==> src/rtl/pipe_ctrl_pkg.sv <==
// Shared pipeline-control definitions: stage indices, stall bus width and
// sizing helpers used by pipe_ctrl and its multicycle sequencer.
package pipe_ctrl_pkg;

   // Stage order doubles as the bit index into the stall vector.
   typedef enum int unsigned {
      StagePc  = 0,
      StageIf  = 1,
      StageId  = 2,
      StageEx  = 3,
      StageMem = 4,
      StageWb  = 5
   } stage_e;

   localparam int unsigned StallBusW = 6;

   typedef logic [StallBusW-1:0] stall_bus_t;

   // Counter width able to hold (max(a, b) - 1).
   function automatic int unsigned cnt_width(input int unsigned a, input int unsigned b);
      int unsigned m;
      m = (a > b) ? a : b;
      return (m < 2) ? 1 : $clog2(m);
   endfunction

endpackage

==> src/rtl/md_seq.sv <==
// Multiply/divide occupancy sequencer: tracks how long the EX stage is held by
// a multicycle operation and pulses md_done when the result is ready.
module md_seq
   import pipe_ctrl_pkg::*;
#(
   parameter int unsigned MUL_CYCLES = 4,
   parameter int unsigned DIV_CYCLES = 33
) (
   input  logic clk,
   input  logic rst,
   input  logic md_start,
   input  logic md_div,
   input  logic hold,
   input  logic kill,
   output logic ex_req,
   output logic md_busy,
   output logic md_done
);

   localparam int unsigned CntW = cnt_width(MUL_CYCLES, DIV_CYCLES);
   localparam logic [CntW-1:0] MulLoad = CntW'(MUL_CYCLES - 1);
   localparam logic [CntW-1:0] DivLoad = CntW'(DIV_CYCLES - 1);
   localparam logic [CntW-1:0] CntOne  = CntW'(1);

   logic [CntW-1:0] cnt_q, cnt_d;
   logic            idle;
   logic            accept;

   assign idle = (cnt_q == '0);

   // A start seen while MEM holds the pipe stays in EX and is presented again,
   // so it is only taken once the hold releases.
   assign accept = md_start && idle && !kill && !hold;

   always_comb begin
      cnt_d = cnt_q;
      if (kill) begin
         cnt_d = '0;
      end else if (hold) begin
         cnt_d = cnt_q;
      end else if (accept) begin
         cnt_d = md_div ? DivLoad : MulLoad;
      end else if (!idle) begin
         cnt_d = cnt_q - CntOne;
      end
   end

   always_ff @(posedge clk or negedge rst) begin
      if (!rst) begin
         cnt_q <= '0;
      end else begin
         cnt_q <= cnt_d;
      end
   end

   assign ex_req  = (md_start && idle) || (cnt_q > CntOne);
   assign md_busy = !idle && !kill;
   assign md_done = (cnt_q == CntOne) && !kill;

endmodule

==> src/rtl/pipe_ctrl.sv <==
// Pipeline hazard controller: arbitrates per-stage stalls, registers exception
// redirects into a one-cycle flush, and watches for runaway stalls.
module pipe_ctrl
   import pipe_ctrl_pkg::*;
#(
   parameter int unsigned NSTAGE      = StallBusW,
   parameter int unsigned MUL_CYCLES  = 4,
   parameter int unsigned DIV_CYCLES  = 33,
   parameter int unsigned STALL_LIMIT = 1024
) (
   input  logic              clk,
   input  logic              rst,
   input  logic              stallreq_id,
   input  logic              md_start,
   input  logic              md_div,
   input  logic              mem_wait,
   input  logic              flush_req,
   input  logic [31:0]       flush_target,
   output logic [NSTAGE-1:0] stall,
   output logic              flush,
   output logic [31:0]       new_pc,
   output logic              md_busy,
   output logic              md_done,
   output logic              stall_timeout
);

   localparam int unsigned WdW = $clog2(STALL_LIMIT + 1);
   localparam logic [WdW-1:0] WdLimit = WdW'(STALL_LIMIT);
   localparam logic [WdW-1:0] WdOne   = WdW'(1);

   logic        flush_q;
   logic [31:0] new_pc_q;
   logic        ex_req;
   logic        any_req;
   int unsigned top_stage;

   logic [WdW-1:0] wd_q, wd_d;
   logic           timeout_q;

   md_seq #(
      .MUL_CYCLES (MUL_CYCLES),
      .DIV_CYCLES (DIV_CYCLES)
   ) u_md_seq (
      .clk      (clk),
      .rst      (rst),
      .md_start (md_start),
      .md_div   (md_div),
      .hold     (mem_wait),
      .kill     (flush_q),
      .ex_req   (ex_req),
      .md_busy  (md_busy),
      .md_done  (md_done)
   );

   // Highest requesting stage wins; everything younger than it is held too.
   always_comb begin
      any_req   = 1'b1;
      top_stage = StagePc;
      if (mem_wait) begin
         top_stage = StageMem;
      end else if (ex_req) begin
         top_stage = StageEx;
      end else if (stallreq_id) begin
         top_stage = StageId;
      end else begin
         any_req = 1'b0;
      end
   end

   always_comb begin
      stall = '0;
      for (int unsigned i = 0; i < NSTAGE; i++) begin
         stall[i] = any_req && rst && !flush_q && (i <= top_stage);
      end
   end

   always_ff @(posedge clk or negedge rst) begin
      if (!rst) begin
         flush_q  <= 1'b0;
         new_pc_q <= '0;
      end else begin
         flush_q <= flush_req;
         if (flush_req) begin
            new_pc_q <= flush_target;
         end
      end
   end

   always_comb begin
      wd_d = wd_q;
      if (flush_q || (stall == '0)) begin
         wd_d = '0;
      end else if (wd_q != WdLimit) begin
         wd_d = wd_q + WdOne;
      end
   end

   always_ff @(posedge clk or negedge rst) begin
      if (!rst) begin
         wd_q      <= '0;
         timeout_q <= 1'b0;
      end else begin
         wd_q      <= wd_d;
         timeout_q <= timeout_q || (wd_d == WdLimit);
      end
   end

   assign flush         = flush_q;
   assign new_pc        = new_pc_q;
   assign stall_timeout = timeout_q;

endmodule

==> config.mk <==
export PLATFORM = sky130hd
export DESIGN_NAME = pipe_ctrl
export DESIGN_NICKNAME = d
export VERILOG_FILES = /design/src/rtl/pipe_ctrl_pkg.sv /design/src/rtl/md_seq.sv /design/src/rtl/pipe_ctrl.sv
export SDC_FILE = /design/constraint.sdc
export NUM_CORES = 1
export LEC_CHECK = 0
export CELL_PAD_IN_SITES_DETAIL_PLACEMENT = 0
export CELL_PAD_IN_SITES_GLOBAL_PLACEMENT = 1
export CORE_AREA = 5 5 104 87
export DETAILED_ROUTE_END_ITERATION = 6
export DIE_AREA = 0 0 109 92
export PLACE_DENSITY = 0.8
export SLEW_MARGIN = 10
export SYNTH_ARGS = -nofsm -noshare
export SYNTH_HDL_FRONTEND = slang
export SYNTH_SLANG_ARGS = --single-unit
==> constraint.sdc <==
create_clock -name clk -period 1.9 [get_ports clk]
set_input_delay 0.19 -clock clk [delete_from_list [all_inputs] [get_ports clk]]
set_output_delay 0.19 -clock clk [all_outputs]
set_load 0.05 [all_outputs]
# After elaboration in Yosys (flattened, before gate mapping)

Cells that the tools add are included.

Word-level logic and storage cells: 54
ROM bits: 0
Bits in latches: 0
Output and inout bits: 42
Memory bits (writable): 0
Memories: 0
Register bits after elaboration: 51
Input bits: 39

Reduce and logical (&&, ||, !) cells: 22
Equal/unequal tests: 5
$lt $le $gt $ge: 7
Add/sub/neg operators: 2
Mux-type cells: 13
Bitwise gates (word level): 0
Shift operators: 0
Multiply operators: 0
Div/mod/pow operators: 0

Operators with widths:

| kind                                                                             | count |
|---|---|
| 1-bit by 32-bit <= comparator with 1-bit output (first input constant)           | 2 |
| 2-bit by 32-bit <= comparator with 1-bit output (first input constant)           | 2 |
| 3-bit by 32-bit <= comparator with 1-bit output (first input constant)           | 2 |
| 32-bit 2-to-1 mux                                                                | 1 |
| 6-bit 2-to-1 mux                                                                 | 5 |
| 11-bit 2-to-1 mux                                                                | 2 |
| 1-bit logical AND                                                                | 13 |
| 6-bit zero test                                                                  | 2 |
| 11-bit by 1-bit adder with 11-bit output (second input constant)                 | 1 |
| 11-bit == test (second input constant)                                           | 1 |
| 11-bit inequality test (second input constant)                                   | 1 |
| 6-bit by 1-bit == test with 1-bit output (second input constant)                 | 1 |
| 6-bit by 1-bit greater-than comparator with 1-bit output (second input constant) | 1 |
| 6-bit by 1-bit subtractor with 6-bit output (second input constant)              | 1 |
| 2-bit 2-to-1 mux                                                                 | 2 |
| 1-bit zero test                                                                  | 3 |
| 1-bit logical OR                                                                 | 3 |
| 1-bit 2-to-1 mux                                                                 | 3 |
| 3-bit inequality test (second input constant)                                    | 1 |
| 2-bit by 1-bit inequality test with 1-bit output (second input constant)         | 1 |
| 2-bit AND reduction                                                              | 1 |

# Logic depth before layout (Yosys ltp)

Depth in word-level cells: 13
Mapped depth: 8
Gate-level depth less buffers: 6

# Modules after synthesis

From an unflattened synthesis, not the netlist that was laid out.

Cells, all modules: 206
Area total of the unflattened synthesis: 2447.3 um2

Modules (own cells, without submodules):

| module    | sequential area each (um2) | times used | area each (um2) | cells each |
|---|---|---|---|---|
| pipe_ctrl | 1126.1                     | 1          | 1954.4          | 154 |
| md_seq    | 150.1                      | 1          | 493.0           | 52 |

# Worst setup path before layout

OpenSTA, ideal clock, no wires.

Path kind: register to output
Start: register u_md_seq.cnt_q[0]
End: output stall[0]
Data required time: 1.710 ns
Arrival time: 1.729 ns
Slack: -0.019 ns
Path buffers: 2
Cell stages (with the launch flop): 9
Cell sequence: dfrtp_1 -> inv_1 -> ha_1 -> clkbuf_1 -> nor2b_1 -> o21ai_2 -> o21ai_1 -> buf_4 -> inv_1

Word-level cells in the longest chain between the ends: 8
Elaborated cells between the ends (all ways): 12
Those cells by class: 2 x order compare; 4 x mux; 6 x reduce/logical

RTL lines:

| item                                                                                             | RTL line        | RTL |
|---|---|---|
| start, declared                                                                                  | md_seq.sv:25    | `logic [CntW-1:0] cnt_q, cnt_d;` |
| start signal, assigned                                                                           | md_seq.sv:52    | `cnt_q <= cnt_d;` |
| branches (longest 2 deep; another with 6-bit by 1-bit greater-than comparator with 1-bit output) | --              |  |
| 1-bit logical OR *                                                                               | md_seq.sv:56    | `assign ex_req = (md_start && idle) \|\| (cnt_q > CntOne);` |
| branches (longest 4 deep; another with 1-bit by 32-bit <= comparator with 1-bit output)          | --              |  |
| 1-bit logical AND *                                                                              | pipe_ctrl.sv:73 | `stall[i] = any_req && rst && !flush_q && (i <= top_stage);` |
| end, declared                                                                                    | pipe_ctrl.sv:19 | `output logic [NSTAGE-1:0] stall,` |

Mark *: on every way between the ends.

# Worst setup path in the final report

Start: register u_md_seq.cnt_q[1]
End: output stall[0]

The elaborated chain is that of the path after synthesis.

==> results.md <==
Status:
- The run finished, with violations left.
- The final reports fail on setup timing.

Drt:
- After detailed routing, the number of remaining DRC violations is 0.
- The detailed router finished its first iteration with 49 violations.
- In the routed layout, each cell is associated on average with a via count of 4.66.
- The detail route stage leaves a number of antenna-violating nets equal to 0.
- In the final routed layout, each cell accounts on average for 14.3 um.
- For this block, the via count after detailed routing is 1,960.
- The first detailed-routing pass ran for 4 iterations.
- The final routed wirelength across all metal layers is 6.04 mm.

GRT:
- The first global-routing pass estimated 10.2 mm of wire.
- The number of global-route vias before repair was 2,127.
- Entering global routing, the biggest net connects 52 pins.
- Global routing finished with a remaining overflow of 0.
- Global routing used 12.6% of the available tracks across all layers.
- The initial antenna violation count is 0.

STA:
- The final clock skew is 0.00241 ns.
- The final-report hold violation count came to 0.
- In the finished design, the share of the clock period the worst path needs comes to 106%.
- Across all hold checks on the routed design, the worst slack comes to 0.0389 ns.
- The post-layout minimum cycle time is 2.01 ns.
- The maximum achievable frequency is 498 MHz.
- After layout, the worst setup slack is -0.108 ns.
- The worst pin sits at a relative slew slack of 56.3%.
- Setup violations remaining at the end of the flow were counted as 4.
- Setup repair after global routing could not meet its margin everywhere.
- The slew of the pin with the lowest slew margin is 0.655 ns.
- The number of pins exceeding their max-slew limit in the final report was 0.

Floorplan:
- The total I/O pin count is 81.
- Measured along the x axis, the die boundary spans 109 um.
- The initial core utilization is 31.5%.
- The region available for standard cell placement spans 0.00780 mm^2.
- The area of the die is 0.0100 mm^2.
- The floorplan has 29 rows.
- The die is 92 um tall.

Setup path:
- Counting stages on the worst path, the most repeated cell is sky130_fd_sc_hd__o21ai_4.
- The maximum single-stage delay on the critical path is 0.39 ns.
- The critical path runs through a total of 7 cells.
- In this run the worst setup path begins at u_md_seq.cnt_q[1].
- The slowest stage of the critical path is the sky130_fd_sc_hd__dfrtp_1 cell.
- The worst endpoint required time is 1.71 ns.
- The start of the worst register-to-register path is u_md_seq.cnt_q[1].
- The number of cell instances on the worst register-to-register path is 7.
- Across all register-to-register paths, the minimum setup slack is 0.04 ns.
- The family of cells with the greatest summed delay on the critical path is buffers and inverters.
- The category of the critical setup timing path is flop to primary output.
- The number of buffers and inverters on the critical path is 3.
- STA classifies the critical path startpoint as a flop.
- Of all nets on the critical path, the largest fanout is 6.
- Walking the worst path, the cells encountered are inv_2 > ha_4 > nor2b_4 > o21ai_4 > o21ai_4 > clkinvlp_4 > buf_6.
- The data arrival time of the critical path is 1.82 ns.
- The worst register-to-register path ends at u_md_seq.cnt_q[4].
- The worst setup path is captured at a primary output.

Placed design:
- The congestion estimate from routability-driven global placement came to 0.810.
- Detailed placement ended at an HPWL of 4.32 mm.
- OpenSTA, run right after detailed placement, puts the worst setup slack at -0.0316 ns.
- In this run the tool buffered the top-level ports with 79 buffer cells.

Synth:
- Sorting the synthesized cells by area gives the leading types as sky130_fd_sc_hd__dfrtp_1 (52%), sky130_fd_sc_hd__mux2_2 (16%), sky130_fd_sc_hd__xnor2_1 (2.9%), sky130_fd_sc_hd__inv_1 (2.3%), sky130_fd_sc_hd__nor2_1 (2.3%).
- The proportion of netlist area held by the largest area contributor is 51.9%.
- Of all cell types, the one taking the most synthesized area is sky130_fd_sc_hd__dfrtp_1.
- The commonest register cell after synthesis is sky130_fd_sc_hd__dfrtp_1.
- In this run the mean area of a mapped cell was 11.7 um^2.
- Counting every net in the synthesized netlist gives 253.
- The number of enable flip-flop cells after synthesis is 0.
- The cell area after technology mapping is 0.00246 mm^2.
- Of the synthesized area, sequential elements account for 51.9%.
- The number of different library cells used by synthesis comes to 52.
- In the synthesized netlist, the number of instances is 210.
- For this run, asynchronously set or reset flops after synthesis account for 100%.
- The total of flip-flops plus latches after synthesis is 51.
- The count of synthesis-stage warnings from yosys is 0.

Cells and area:
- The repair_antennas step left the layout with diodes totalling 0.
- Of the cells placed in the final design, the portion with a size suffix greater than 1 is 33.2%.
- The area growth from synthesis to layout is 53.2%.
- The count of nets after finishing is 355.
- The count of filler cells inserted in the layout is 724.

Clock network:
- The total CTS buffers is 5.
- The buffer levels on the longest clock path is 2.
- The clock tree from TritonCTS is done.
- The tree is rooted in a sky130_fd_sc_hd__clkbuf_8.
- After clock tree synthesis, the clock-pin slew on the worst setup and hold paths is 0.10 ns.
- The tree built by TritonCTS fans out to 51 sinks.
- The clock latency of the later-clocked register in the worst-skew pair is 0.29 ns.
- The H-tree was split into 2 levels.
- Buffers inserted to repair hold after CTS numbered 0.

Pwr:
- The power density of the placed cells is 914 mW/mm^2.
- IR analysis of the VDD net gives a maximum drop of 0.000446 V.
- Power comes to 3.44 mW.
- The static power due to leakage is 1.57 nW.

Hold path:
- The worst hold path class is input port to async pin.

Run:
- The reported max-cap violation count is 0.
stage by stage:
step / utilization [%] / TNS (ns) / instance area, um^2 / std cells
2_1_floorplan: - / 0 / 2470 / 210
3_3_place_gp: 44.6 / 0 / 3480 / 402
3_5_place_dp: 44.6 / -0.0316 / 3480 / 402
4_1_cts: 47.7 / -0.258 / 3720 / 420
5_1_grt: 48.3 / -0.670 / 3760 / 421
6_report: 48.3 / -0.229 / 3760 / 421
flip-flops by register name, indices dropped and copies added (netlist names):
name,flops
flush,1
stall_timeout,1
new_pc,32
wd_q,11
u_md_seq.cnt_q,6
synth_stat cells (2+ instances only):
| cell | instances |
|---|---|
| sky130_fd_sc_hd__o2111ai_1 | 2 |
| sky130_fd_sc_hd__nand3_1 | 6 |
| sky130_fd_sc_hd__nor4_1 | 2 |
| sky130_fd_sc_hd__a31oi_1 | 2 |
| sky130_fd_sc_hd__ha_1 | 4 |
| sky130_fd_sc_hd__buf_1 | 3 |
| sky130_fd_sc_hd__buf_2 | 2 |
| sky130_fd_sc_hd__mux2_2 | 34 |
| sky130_fd_sc_hd__o21ai_0 | 2 |
| sky130_fd_sc_hd__nand4_1 | 2 |
| sky130_fd_sc_hd__xnor2_1 | 8 |
| sky130_fd_sc_hd__nor2_1 | 15 |
| sky130_fd_sc_hd__nor2b_1 | 3 |
| sky130_fd_sc_hd__clkbuf_1 | 3 |
| sky130_fd_sc_hd__nor3_1 | 8 |
| sky130_fd_sc_hd__inv_1 | 15 |
| sky130_fd_sc_hd__dfrtp_1 | 51 |
| sky130_fd_sc_hd__a21oi_1 | 3 |
| sky130_fd_sc_hd__buf_4 | 2 |
| sky130_fd_sc_hd__mux2i_1 | 3 |
| sky130_fd_sc_hd__and2_1 | 2 |
| sky130_fd_sc_hd__a21boi_0 | 3 |
| sky130_fd_sc_hd__nand2_1 | 6 |
layer usage:
metal	GRT usage, %	wire length [um]
met4	3.58	66
met2	19.1	2660
met5	0	0
met3	5.76	574
met1	16.2	2740
how the worst max path moves through the flow:
stage	to	slack [ns]
2_1_floorplan	stall_timeout	0.02
3_3_place_gp	stall_timeout	0.04
3_5_place_dp	stall_timeout	-0.03
4_1_cts	stall[0]	-0.10
5_1_grt	stall[0]	-0.21
6_report	stall[0]	-0.11
cells by family after synthesis:
logic type,Yosys count,share of synthesized area [%]
and+or+nand+nor,55,12.4
DFF,51,51.9
muxes,38,17.4
AOI/OAI and AO/OA,27,8.61
buffers and inverters,25,4.23
xor gates and xnor gates,9,3.21
adders and majority gates,4,2.04
other,1,0.153
power breakdown:
| part | internal [mW] | leakage [nW] | switching [mW] |
|---|---|---|---|
| combinational | 0.735 | 0.901 | 0.783 |
| clock | 0.265 | 0.0418 | 0.365 |
| sequential | 1.20 | 0.623 | 0.0925 |
| total | 2.20 | 1.57 | 1.24 |
cells in the final DEF (no fill, tap or decap), types with 3 or more instances in the layout:
master	instances
sky130_fd_sc_hd__buf_12	4
sky130_fd_sc_hd__inv_2	4
sky130_fd_sc_hd__buf_6	4
sky130_fd_sc_hd__dfrtp_1	49
sky130_fd_sc_hd__xnor2_1	8
sky130_fd_sc_hd__a21boi_0	3
sky130_fd_sc_hd__nand3_1	5
sky130_fd_sc_hd__inv_1	10
sky130_fd_sc_hd__buf_4	25
sky130_fd_sc_hd__clkdlybuf4s50_1	70
sky130_fd_sc_hd__nor3_1	8
sky130_fd_sc_hd__mux2_2	34
sky130_fd_sc_hd__nand2_1	6
sky130_fd_sc_hd__clkbuf_8	5
sky130_fd_sc_hd__nor2_1	14
sky130_fd_sc_hd__a21oi_1	3
sky130_fd_sc_hd__mux2i_1	3
cell type report:
type	instances	area [um^2]	share of cell area, %
multi-input combinational	134	1170	31.0
clock buffer	6	72.6	1.93
tap	108	135	3.59
inverter	15	60.1	1.60
clock inverter	2	16.3	0.432
timing repair buffer	105	1030	27.5
sequential	51	1280	34.0
timing repair:
action | in CTS | in global routing
buffers inserted | 11 | 2
cloned | 0 | 0
pin swaps | 5 | 3
endpoints found under the setup margin | 6 | 7
resized for setup | 20 | 9
Note: power is estimated with default switching activity, not from simulation.
